## config.mk

```make
export PLATFORM = sky130hd
export DESIGN_NAME = controladora_iluminacao
export DESIGN_NICKNAME = d
export VERILOG_FILES = /design/src/rtl/controladora_pkg.sv /design/src/rtl/controladora_iluminacao_debounce.sv /design/src/rtl/controladora_iluminacao.sv
export SDC_FILE = /design/constraint.sdc
export NUM_CORES = 1
export LEC_CHECK = 0
export BUFFER_PORTS_ARGS = -buffer_cell sky130_fd_sc_hd__buf_4
export CORE_ASPECT_RATIO = 1.1
export CORE_UTILIZATION = 61
export CTS_CLUSTER_SIZE = 14
export DETAILED_ROUTE_END_ITERATION = 8
export PLACE_DENSITY_LB_ADDON = 0.15
export SYNTH_ARGS = -nofsm -noshare
export SYNTH_HDL_FRONTEND = slang
export SYNTH_SLANG_ARGS = --single-unit
```

## constraint.sdc

```tcl
create_clock -name clk -period 2.15 [get_ports clk]
set_input_delay 0.645 -clock clk [delete_from_list [all_inputs] [get_ports clk]]
set_output_delay 0.645 -clock clk [all_outputs]
set_load 0.01 [all_outputs]
```

## src/rtl/controladora_pkg.sv

```systemverilog
// controladora_pkg: shared state type and counter-width helpers for the lighting controller
package controladora_pkg;
  typedef enum logic [1:0] {AUTO_OFF, AUTO_ON, MANUAL_OFF, MANUAL_ON} ctrl_state_t;
  function automatic int cnt_w(int p);
    return $clog2(p + 1);
  endfunction
  function automatic logic is_manual(ctrl_state_t s);
    return s == MANUAL_OFF || s == MANUAL_ON;
  endfunction
endpackage

```

## src/rtl/controladora_iluminacao_debounce.sv

```systemverilog
// debounce: output level follows din only after DEBOUNCE_P consecutive differing samples
module debounce
  import controladora_pkg::*;
#(
  parameter int DEBOUNCE_P = 300
) (
  input  logic clk,
  input  logic rst,
  input  logic din,
  output logic dout
);
  localparam int W = cnt_w(DEBOUNCE_P);
  logic [W-1:0] cnt;
  always_ff @(posedge clk or negedge rst)
    if (!rst) begin
      cnt  <= '0;
      dout <= 1'b0;
    end else if (din == dout) begin
      cnt <= '0;
    end else if (cnt == W'(DEBOUNCE_P - 1)) begin
      cnt  <= '0;
      dout <= din;
    end else begin
      cnt <= cnt + W'(1);
    end
endmodule

```

## src/rtl/controladora_iluminacao.sv

```systemverilog
// controladora_iluminacao: PIR/button lamp controller; CTRL_INPUT_SYNC_EN adds 2-flop input synchronizers
module controladora_iluminacao
  import controladora_pkg::*;
#(
  parameter int DEBOUNCE_P        = 300,
  parameter int SWITCH_MODE_MIN_T = 5000,
  parameter int AUTO_SHUTDOWN_T   = 30000
) (
  input  logic clk,
  input  logic rst,
  input  logic infravermelho,
  input  logic push_button,
  output logic led,
  output logic saida
);
  localparam int PW = cnt_w(SWITCH_MODE_MIN_T);
  localparam int IW = cnt_w(AUTO_SHUTDOWN_T);
  logic pir, btn;
`ifdef CTRL_INPUT_SYNC_EN
  logic [1:0] pir_s, btn_s;
  always_ff @(posedge clk or negedge rst)
    if (!rst) begin
      pir_s <= '0;
      btn_s <= '0;
    end else begin
      pir_s <= {pir_s[0], infravermelho};
      btn_s <= {btn_s[0], push_button};
    end
  assign pir = pir_s[1];
  assign btn = btn_s[1];
`else
  assign pir = infravermelho;
  assign btn = push_button;
`endif
  logic btn_db, btn_q, release_ev, long_press;
  logic [PW-1:0] press_cnt;
  logic [IW-1:0] idle_cnt, idle_n, idle_inc;
  ctrl_state_t state, state_n;
  debounce #(.DEBOUNCE_P(DEBOUNCE_P)) u_debounce (
    .clk (clk),
    .rst (rst),
    .din (btn),
    .dout(btn_db)
  );
  assign release_ev = btn_q & ~btn_db;
  assign long_press = press_cnt >= PW'(SWITCH_MODE_MIN_T);
  assign idle_inc   = idle_cnt + IW'(1);
  always_ff @(posedge clk or negedge rst)
    if (!rst) begin
      state     <= AUTO_OFF;
      btn_q     <= 1'b0;
      press_cnt <= '0;
      idle_cnt  <= '0;
      led       <= 1'b0;
      saida     <= 1'b0;
    end else begin
      state     <= state_n;
      btn_q     <= btn_db;
      press_cnt <= !btn_db ? '0 : long_press ? press_cnt : press_cnt + PW'(1);
      idle_cnt  <= idle_n;
      led       <= is_manual(state_n);
      saida     <= state_n == AUTO_ON || state_n == MANUAL_ON;
    end
  // a release outranks presence/timeout; an ignored short press in AUTO falls through
  always_comb begin
    state_n = state;
    idle_n  = idle_cnt;
    if (release_ev && long_press) begin
      state_n = is_manual(state) ? AUTO_OFF : MANUAL_OFF;
      idle_n  = '0;
    end else if (release_ev && is_manual(state)) begin
      state_n = state == MANUAL_ON ? MANUAL_OFF : MANUAL_ON;
    end else if (!is_manual(state)) begin
      if (pir) begin
        state_n = AUTO_ON;
        idle_n  = '0;
      end else if (state == AUTO_ON) begin
        state_n = idle_inc == IW'(AUTO_SHUTDOWN_T) ? AUTO_OFF : AUTO_ON;
        idle_n  = idle_inc == IW'(AUTO_SHUTDOWN_T) ? '0 : idle_inc;
      end
    end
  end
endmodule

```

## Word level (Yosys, flattened, before mapping)

Cells that the tools add are included.

- Eq/ne operators: 12
- Reductions and logical operators: 8
- Order comparisons: 1
- Bitwise gates (word level): 3
- $add $sub $neg: 3
- Muxes and demuxes: 18

Operator list:

| kind | number |
|---|---|
| $mux 15 | 6 |
| $mux 13 | 2 |
| $mux 9 | 2 |
| $add 15x1->15 const B | 1 |
| $eq 15x15->1 const B | 1 |
| $add 13x1->13 const B | 1 |
| $ge 13x13->1 const B | 1 |
| $mux 2 | 6 |
| $add 9x1->9 const B | 1 |
| $eq 9x9->1 const B | 1 |
| $eq 2x2->1 const B | 4 |
| $ne 2x2->1 const B | 3 |
| $eq 2x1->1 const B | 2 |
| $logic_or 1x1->1 | 3 |
| $reduce_and 3->1 | 1 |
| $reduce_bool 3->1 | 1 |
| $logic_and 1x1->1 | 2 |
| $mux 1 | 2 |
| $not 1->1 | 2 |
| $reduce_and 2->1 | 1 |
| $and 1x1->1 | 1 |
| $eq 1x1->1 | 1 |

- Output and inout port bits: 2
- Input port bits: 4
- Flip-flop bits (word level): 43

## Logic depth before layout (Yosys ltp)

Gate-level depths: netlist of the first run.

- Depth in word-level cells: 10
- Depth in mapped cells: 7
- Mapped depth without buffers: 7

## Hierarchy

Synthesis of the first run repeated with hierarchy kept, for this count alone.

- Cell total of the unflattened synthesis: 252
- Area, all modules: 2,363.5 um2

Modules (own cells, without submodules):

| module | times used | seq. area each (um2) | area each (um2) | cells each |
|---|---|---|---|---|
| controladora_iluminacao | 1 | 800.8 | 1,885.6 | 207 |
| debounce | 1 | 250.2 | 478.0 | 45 |

## Least setup slack after synthesis of the first run

Ideal clock, no wire load.

- Path kind: register to register
- Start point: register idle_cnt[0]
- End point: register idle_cnt[1]
- Stages on the path, launching flop included: 7
- Data arrival time: 1,783 ps
- Period minus slack after synthesis: 1,904 ps
- Required time: 2,028 ps
- Path buffers: 0
- Slack: 246 ps
- Path through: dfrtp_1 ha_1 nand2_1 or3_1 a221oi_2 nand4_4 a32o_1

- Longest elaborated chain between the ends: 8

RTL lines:

| what | RTL line | source |
|---|---|---|
| start: declaration | controladora_iluminacao.sv:37 | `logic [IW-1:0] idle_cnt, idle_n, idle_inc;` |
| start signal: assignment | controladora_iluminacao.sv:60 | `idle_cnt <= idle_n;` |
| $add 15x1->15 (*) | controladora_iluminacao.sv:47 | `assign idle_inc = idle_cnt + IW'(1);` |
| $eq 15x15->1 | controladora_iluminacao.sv:79 | `idle_n = idle_inc == IW'(AUTO_SHUTDOWN_T) ? '0 : idle_inc;` |
| $mux 15 (*) | controladora_iluminacao.sv:79 |  |
| $mux 15 (*) | controladora_iluminacao.sv:77 | `end else if (state == AUTO_ON) begin` |
| $mux 15 (*) | controladora_iluminacao.sv:74 | `if (pir) begin` |
| $mux 15 (*) | controladora_iluminacao.sv:73 | `end else if (!is_manual(state)) begin` |
| $mux 15 (*) | controladora_iluminacao.sv:71 | `end else if (release_ev && is_manual(state)) begin` |
| $mux 15 (*) | controladora_iluminacao.sv:68 | `if (release_ev && long_press) begin` |

Every way passes the cells marked *; elsewhere a longest branch is shown, timed or not. The select of a mux whose other input is x is not followed.
A chain may end at the register's enable or synchronous reset.

## Worst setup path in the final report of the first run

Ends and elaborated chain as after synthesis.

==> results of run 1 <==
-- registers in the layout, summed over array words and instances (netlist names) --
register and flops:
u_debounce.dout 1, led 1, saida 1, u_debounce.cnt 9, press_cnt 13, state 1, btn_q 1, idle_cnt 15
-- path summary, 6_finish.rpt --
| kind | slack, ns | cells past startpoint | endpoint |
|---|---|---|---|
| worst max register to register | 0.14 | 6 | idle_cnt[1] |
| worst min register to register | 0.49 | 1 | u_debounce.cnt[0] |
| min in group clk | 0.49 | 1 | u_debounce.cnt[0] |
| worst min-delay path | 0.31 | 1 | led |
| worst max-delay path | 0.14 | 6 | idle_cnt[1] |
| max in group asynchronous | 1.49 | 1 | idle_cnt[6] |
-- kinds of logic (layout without fill, tap and decap cells) --
group                    after synthesis  count (layout)  synth area share, %
buffers and inverters                 11              27                3.353
flip-flops                            42              42                45.43
AND/OR/NAND/NOR                      115             115                26.93
XOR/XNOR                              29              29                10.98
adder cells (fa/ha/maj)                4               4                2.163
multiplexers                           3               3                1.406
AO/OA/AOI/OAI                         26              26                9.736
-- cell type report --
class / count / share of cell area, %
repair buffers: 13 / 3.856
inverters: 6 / 0.8898
clock buffers: 5 / 2.719
flip-flops and latches: 42 / 41.52
well taps: 50 / 2.472
clock inverters: 3 / 1.730
multi-input cells: 177 / 46.81
-- per-stage QoR --
step,worst slack [ns],utilization [%],total power [mW]
detailed placement,0.1721,66.70,0.9428
global route,0.02786,69.81,1.625
global placement,0.2143,66.70,0.9376
floorplan,0.2457,-,0.8997
CTS,0.1577,69.81,1.576
finish,0.1437,69.81,1.563
-- worst max-delay path: stages, from the launching register on --
cell and delay, ns:
dfrtp_1 0.47, ha_1 0.20, nand2_1 0.07, or3_1 0.36, a221oi_2 0.27, nand4_4 0.22
a32o_1 0.30
-- power breakdown --
part | switching [mW] | internal [mW]
clock network | 0.288 | 0.348
registers | 0.0236 | 0.809
logic | 0.0576 | 0.0360
total | 0.370 | 1.19
-- layer usage --
metal  global-route usage, %  vias up
met1                   31.53      817
met3                   5.437        4
met4                   11.93        0
met5                       0        -
met2                   38.87       30
li1                        -      831
-- Yosys cell counts, drive strengths merged, types with 2 or more instances --
library cell,count
nand3,20
or3,4
a21oi,2
a221oi,2
nand2,28
nand4b,2
clkbuf,2
dfrtp,42
nand3b,3
or4,2
o21ai,11
and4,2
and3,6
xor2,13
buf,2
mux2,2
ha,4
inv,6
nor2,28
and2,5
xnor2,16
nand4,10
-- cell usage in the layout (no fill, tap or decap), types with 2 or more instances in the layout --
cell	synthesis	routed
dfrtp_1	42	42
or3_1	4	4
inv_1	6	6
nand4b_1	2	2
nor2_1	28	28
nand3b_1	3	3
a21oi_1	2	2
o21ai_0	2	2
and3_1	6	6
buf_4	1	13
nand2_1	27	27
nand4_1	8	8
nand3_1	20	20
clkbuf_8	2	5
ha_1	4	4
xnor2_1	16	16
o21ai_1	8	8
a221oi_2	2	2
and2_1	5	5
xor2_1	13	13
nand4_4	2	2
==> impl_metrics.ini, run 1 <==
[synthesis]
synthFlopType = dfrtp_1
netlist.area_leader.share_pct = 45.43
ys_ff_latch = 42
yosysSeqAreaShare_pct = 45.43
synth_nets = 238
syn_area_per_cell_sq_um = 10.06
yosys_warnings = 0
synth_area_leaders = dfrtp_1, xnor2_1, xor2_1, nor2_1, nand2_1
synth.largest_area_cell = dfrtp_1
syn_inst = 230
netlist_area_sq_um = 2313
synth_enable_flop_cells = 0
synth.distinct_cells = 48
synthArstFlopShare_pct = 100.0

[clock_network]
numCtsBuffers = 5
clk_pin_slew_worst_paths_ns = 0.08
hold_buffers = 0
clkLatencyLatePin_ns = 0.30
cts_sinks = 42
cts_resized = 0
cts-htree-levels = 2
cts_tree = done
cts-root-buf = clkbuf_8
clockBufferDepth = 2
postCtsSetupRepairBufs = 0

[floorplan]
fp.coreArea_sq_um = 3626
chipWidth_um = 60.72
num_rows = 23
dieHeight_um = 66.59
ios = 6
dieArea_sq_um = 4043
start_util_pct = 63.80

[final_layout]
final_layout_size_suffix_gt1_share_pct = 13.82
fillers = 300
antenna_cells = 0
multi_input_area_sq_um = 1185
regArea_sq_um = 1051
finalNonFillerCells = 296
syn2layout_area_growth_pct = 9.411
fin_nets = 253
fin_area_sq_um = 2531

[place]
place_area_sq_um = 2419
dp_cells = 288
io_buffer_count = 5
place_congestion = 0.8310
dp_hpwl_mm = 3.038

[drt]
firstDrtPassIters = 4
drt_iter0_markers = 87
drcViolationCount = 0
routedWlPerCell_um = 14.40
ant_nets = 0
via_count = 1682
drt-met1-wl_mm = 1.927
dr_wl_met2_mm = 2.121
maxUsedRoutingLayer = met4
via_per_inst = 5.682
met3WireLength_um = 143
routed_wl_mm = 4.261

[pwr]
p_leak_nw = 1.128
ir_drop_mv = 0.4468
powerDensity_nw_per_um2 = 617.4

[global_route]
grt_max_degree = 43
antenna_found_initial = 0
track_usage_pct = 24.61
grt_pass1_vias = 1647
overflow = 0
grt_pass1_wl_mm = 7.224

[critical_path]
startpoint = idle_cnt[0]
required_ns = 2.34
crit_fanout = 7
cp.arrival_ns = 2.20
reg2reg_from = idle_cnt[0]
worstSetupPathType = flip-flop to flip-flop
cp-end-kind = flip-flop
worst_setup_path_start_kind = flip-flop

[run]
drv_cap = 0

[sta]
hold_slack_ns = 0.3107
drv_slew = 0
tns_ns = 0
worst-slew-pin-transition_ns = 0.5038
rsz0062_at_grt = no
finalHoldViolations = 0
relSlewSlack_pct = 66.41
period_needed_ns = 2.006
setup_viol = 0
fin_crit_sh_pct = 93.32
fmax_mhz = 498.4
skew_ns = 0.009619

[worst_hold_path]
min_path_type = input port to asynchronous set/reset pin

[status]
status = finished clean
Note: power is estimated with default switching activity, not from simulation.
==> run 2, diff against run 1 <==
--- a/config.mk
+++ b/config.mk
@@ -5,12 +5,14 @@
 export SDC_FILE = /design/constraint.sdc
 export NUM_CORES = 1
 export LEC_CHECK = 0
+export ABC_AREA = 1
 export BUFFER_PORTS_ARGS = -buffer_cell sky130_fd_sc_hd__buf_4
 export CORE_ASPECT_RATIO = 1.1
-export CORE_UTILIZATION = 61
+export CORE_UTILIZATION = 62
 export CTS_CLUSTER_SIZE = 14
 export DETAILED_ROUTE_END_ITERATION = 8
 export PLACE_DENSITY_LB_ADDON = 0.15
+export SLEW_MARGIN = 15
 export SYNTH_ARGS = -nofsm -noshare
 export SYNTH_HDL_FRONTEND = slang
 export SYNTH_SLANG_ARGS = --single-unit
==> impl_metrics.ini, run 2 <==
[sta]
hold_slack_ns = 0.3175
finalHoldViolations = 0
worst-slew-pin-transition_ns = 0.5184
fmax_mhz = 516.3
skew_ns = 0.008234
fin_crit_sh_pct = 90.08
period_needed_ns = 1.937
rsz0062_at_grt = no
setup_viol = 0
relSlewSlack_pct = 65.44
drv_slew = 0
tns_ns = 0
layout_setup_ws_ns = 0.2133

[place]
place_area_sq_um = 2505
dp_hpwl_mm = 3.339
preCtsSetupSlack_ns = 0.1555
io_buffer_count = 5
place_congestion = 0.8623
dp_cells = 375

[synthesis]
ys_ff_latch = 42
synthFlopType = dfrtp_1
synthArstFlopShare_pct = 100.0
synth_nets = 330
synth_area_leaders = dfrtp_1, nand2_1, inv_1, nor2_1, nand3_1
synth_most_common_cell = nand2_1
yosysSeqAreaShare_pct = 43.41
ys_top_cells_by_count = nand2_1, dfrtp_1, inv_1
synth.distinct_cells = 31
syn_area_per_cell_sq_um = 7.519
synth.largest_area_cell = dfrtp_1
syn_inst = 322
yosys_warnings = 0
synth_enable_flop_cells = 0
netlist_area_sq_um = 2421
netlist.area_leader.share_pct = 43.41

[critical_path]
worstSetupPathType = flip-flop to flip-flop
reg2reg_from = idle_cnt[1]
path_cells = ha_1 > nand2_1 > nor2_2 > nand3_1 > nand2_1 > nand2_1 > inv_2 > nand2_1 > nor2_1 > nand3_4 > nand3b_1 > nand2_1
max_stage_delay_ns = 0.40
worst_setup_path_start_kind = flip-flop
cpLargestDelayFamily = simple AND/OR/NAND/NOR gates
required_ns = 2.33
crit_path_top_delay_cell = dfrtp_1
cp.buffers_inverters = 1
cp.arrival_ns = 2.12
cp-end-kind = flip-flop
crit_top_cell = nand2_1
crit_fanout = 12
startpoint = idle_cnt[1]

[status]
status = finished clean

[floorplan]
chipWidth_um = 61.58
ios = 6
start_util_pct = 65.73
num_rows = 23
dieHeight_um = 67.54
fp.coreArea_sq_um = 3684
dieArea_sq_um = 4159

[pwr]
power_frac_comb_pct = 6.2
switchingPower_mw = 0.3403
p_seq_share_pct = 57.5
p_leak_nw = 1.205
internal_power_mw = 1.098
ir_drop_mv = 0.4292
clkPwrFrac_pct = 36.3
powerDensity_nw_per_um2 = 552.4
p_sw_share_pct = 23.66

[drt]
drcViolationCount = 0
routedWlPerCell_um = 12.15
firstDrtPassIters = 4
drt_iter0_markers = 83
routed_wl_mm = 4.654
ant_nets = 0
via_count = 2045
via_per_inst = 5.339

[final_layout]
syn2layout_area_growth_pct = 7.545
fin_nets = 340
reg.largest.list = idle_cnt (15), press_cnt (13), u_debounce.cnt (9)
antenna_cells = 0
layout_common_cells = nand2_1, dfrtp_1, inv_1
finalNonFillerCells = 383
largest-register = idle_cnt
final_layout_size_suffix_gt1_share_pct = 9.009
largest_reg_flops = 15
fin_area_sq_um = 2604
layout_commonest_cell = nand2_1

[clock_network]
postCtsSetupRepairBufs = 0
clkLatencyLatePin_ns = 0.30
cts_resized = 0
cts-root-buf = clkbuf_8
hold_buffers = 0
numCtsBuffers = 5
cts-htree-levels = 2
cts_tree = done
clockBufferDepth = 2
cts_sinks = 42
clk_pin_slew_worst_paths_ns = 0.08

[global_route]
grt_max_degree = 43
track_usage_pct = 25.27
antenna_found_initial = 0
grt_pass1_wl_mm = 7.583
grt_pass1_vias = 1808
overflow = 0

[worst_hold_path]
min_path_type = input port to asynchronous set/reset pin

[run]
drv_cap = 0
-- run 2: changes by cell type in the layout (fill, tap and decap cells not counted), moves of 6 or more --
cell,before,now
a21oi_1,2,11
buf_4,13,7
inv_1,6,37
nand2_1,27,95
nor3_1,1,11
o21ai_0,2,13
o21ai_1,8,1
xnor2_1,16,3
xor2_1,13,6
-- run 2: path summary, 6_finish.rpt --
check	slack, ns	end	cells after the start
hold reg to reg	0.48	u_debounce.cnt[0]	1
setup / recovery	0.21	idle_cnt[4]	12
hold / removal	0.32	state[1]	1
setup reg to reg	0.21	idle_cnt[4]	12
max in group asynchronous	1.47	idle_cnt[4]	1
min in group clk	0.48	u_debounce.cnt[0]	1
-- run 2: final cells by class --
cell class              count  area, sq um
clock buffers               7        86.33
clock inverters             1        5.005
fillers                   302         1080
inverters                  39        146.4
multi-input cells         237         1200
flip-flops and latches     42         1051
well taps                  50        62.56
repair buffers              7        52.55
-- run 2: metal layers --
metal / GRT usage [%] / routed length (um) / part of all wire, %
met4: 12.22 / 104 / 2.2
met2: 42.34 / 2240 / 48
met3: 6.130 / 121 / 2.6
met1: 29.99 / 2187 / 47
met5: 0 / 0 / 0
-- run 2: cells by family after synthesis --
family	count (synthesis)	synth area share, %
AOI/OAI and AO/OA	30	6.770
xor gates and xnor gates	9	3.256
adders and majority gates	4	2.067
buffers and inverters	43	7.338
DFF	42	43.41
muxes	1	0.4651
and+or+nand+nor	193	36.69
-- run 2: power groups by stage --
| stage | clock, mW | combinational, mW | sequential [mW] |
|---|---|---|---|
| 6_report | 0.522 | 0.0899 | 0.827 |
| 4_1_cts | 0.533 | 0.0920 | 0.827 |
| 2_1_floorplan | 0 | 0.0558 | 0.840 |
| 5_1_grt | 0.568 | 0.106 | 0.829 |
| 3_3_place_gp | 0 | 0.0876 | 0.841 |
| 3_5_place_dp | 0 | 0.0920 | 0.842 |
-- run 2: stage by stage --
step	utilization, %	power [mW]
after CTS	70.48	1.452
after floorplan	-	0.8957
after global routing	70.69	1.503
after detailed placement	68.00	0.9341
final	70.69	1.438
after global placement	68.00	0.9288
==> run 3, diff against run 2 <==
--- a/config.mk
+++ b/config.mk
@@ -9,6 +9,7 @@
 export BUFFER_PORTS_ARGS = -buffer_cell sky130_fd_sc_hd__buf_4
 export CORE_ASPECT_RATIO = 1.1
 export CORE_UTILIZATION = 62
+export CTS_BUF_LIST = sky130_fd_sc_hd__clkbuf_8 sky130_fd_sc_hd__clkbuf_16
 export CTS_CLUSTER_SIZE = 14
 export DETAILED_ROUTE_END_ITERATION = 8
 export PLACE_DENSITY_LB_ADDON = 0.15
==> impl_metrics.ini, run 3 (synthesized netlist as in run 2, its figures left out) <==
[global_route]
grt_pass1_vias = 1808
antenna_found_initial = 0
overflow = 0
grt_max_degree = 43
track_usage_pct = 25.27
grt_pass1_wl_mm = 7.583

[status]
status = finished clean

[drt]
via_count = 2054
ant_nets = 0
routed_wl_mm = 4.647
routedWlPerCell_um = 12.13
via_per_inst = 5.363
drcViolationCount = 0
firstDrtPassIters = 4
drt_iter0_markers = 83

[sta]
hold_slack_ns = 0.3171
tns_ns = 0
worst-slew-pin-transition_ns = 0.5185
rsz0062_at_grt = no
finalHoldViolations = 0
layout_setup_ws_ns = 0.2143
period_needed_ns = 1.936
skew_ns = 0.008310
fin_crit_sh_pct = 90.03
fmax_mhz = 516.6
setup_viol = 0
drv_slew = 0
relSlewSlack_pct = 65.44

[floorplan]
dieHeight_um = 67.54
num_rows = 23
dieArea_sq_um = 4159
ios = 6
chipWidth_um = 61.58
start_util_pct = 65.73
fp.coreArea_sq_um = 3684

[clock_network]
clockBufferDepth = 2
hold_buffers = 0
clkLatencyLatePin_ns = 0.30
cts_tree = done
clk_pin_slew_worst_paths_ns = 0.08
cts-htree-levels = 2
postCtsSetupRepairBufs = 0
numCtsBuffers = 5
cts_sinks = 42
cts-root-buf = clkbuf_8

[critical_path]
rrSetupSlack_ns = 0.21
ff2ff_path_depth = 12
cp.arrival_ns = 2.12
cp-end-kind = flip-flop
reg2reg_from = idle_cnt[1]
startpoint = idle_cnt[1]
worst_setup_path_start_kind = flip-flop
required_ns = 2.33
worstSetupPathType = flip-flop to flip-flop
worstReg2RegEnd = idle_cnt[4]
crit_fanout = 12
crit_end = idle_cnt[4]

[final_layout]
finalNonFillerCells = 383
antenna_cells = 0
syn2layout_area_growth_pct = 7.545
reg.largest.list = idle_cnt (15), press_cnt (13), u_debounce.cnt (9)
layout_common_cells = nand2_1, dfrtp_1, inv_1
layout_commonest_cell = nand2_1
final_layout_size_suffix_gt1_share_pct = 9.009
largest-register = idle_cnt
largest_reg_flops = 15
fin_nets = 340

[place]
dp_cells = 375
dp_hpwl_mm = 3.339
place_congestion = 0.8623
preCtsSetupSlack_ns = 0.1555
io_buffer_count = 5

[pwr]
p_leak_nw = 1.209
powerDensity_nw_per_um2 = 550.4
ir_drop_mv = 0.4273

[worst_hold_path]
min_path_type = input port to asynchronous set/reset pin

[run]
drv_cap = 0
## run 3: cell types whose count changed in the layout (fill, tap and decap cells not counted)
cell / delta
clkbuf_1: -1
inv_1: +1
## run 3: worst min path at each step
stage | to | slack [ns] | depth (start not counted)
after detailed placement | u_debounce.cnt[0] | 0.46 | 1
after CTS | idle_cnt[11] | 0.33 | 1
after global routing | state[1] | 0.37 | 1
after global placement | u_debounce.cnt[0] | 0.45 | 1
final | state[1] | 0.32 | 1
after floorplan | btn_q | 0.35 | 0
## run 3: timing repair
action                                 in CTS  in global routing
setup endpoints to repair                   0                 12
endpoints found under the hold margin       0                  0
gates resized for setup                     0                  1
## run 3: per-stage QoR
stage	instance area [sq um]	utilization [%]	power, mW
global route	2604	70.69	1.499
floorplan	2421	-	0.8957
CTS	2596	70.48	1.448
finish	2604	70.69	1.433
detailed placement	2505	68.00	0.9341
global placement	2505	68.00	0.9288
## run 3: power by group
group	switching (mW)	internal [mW]	leakage, nW
Sequential	0.0177	0.809	0.569
Clock	0.262	0.254	0.0524
Combinational	0.0601	0.0298	0.587
## run 3: worst max-delay path, cell delays in order, from the launching register on
cell and delay [ns]:
dfrtp_1 0.40, ha_1 0.25, nand2_1 0.12, nor2_2 0.17, nand3_1 0.10, nand2_1 0.06
nand2_1 0.06, inv_2 0.06, nand2_1 0.04, nor2_1 0.17, nand3_4 0.20, nand3b_1 0.14
nand2_1 0.06
## run 3: cell type report
class,instances,area (sq um)
sequential,42,1051
multi-input combinational,237,1200
fill,302,1080
clock inverter,2,8.758
timing repair buffer,7,52.55
tap,50,62.56
inverter,39,146.4
clock buffer,6,82.58
## run 3: layer usage
layer,vias up,track usage (%),wire length (um)
met5,-,0,0
met4,0,12.22,106
met3,13,6.130,128
met2,40,42.34,2231
met1,940,29.99,2179
li1,1061,-,-
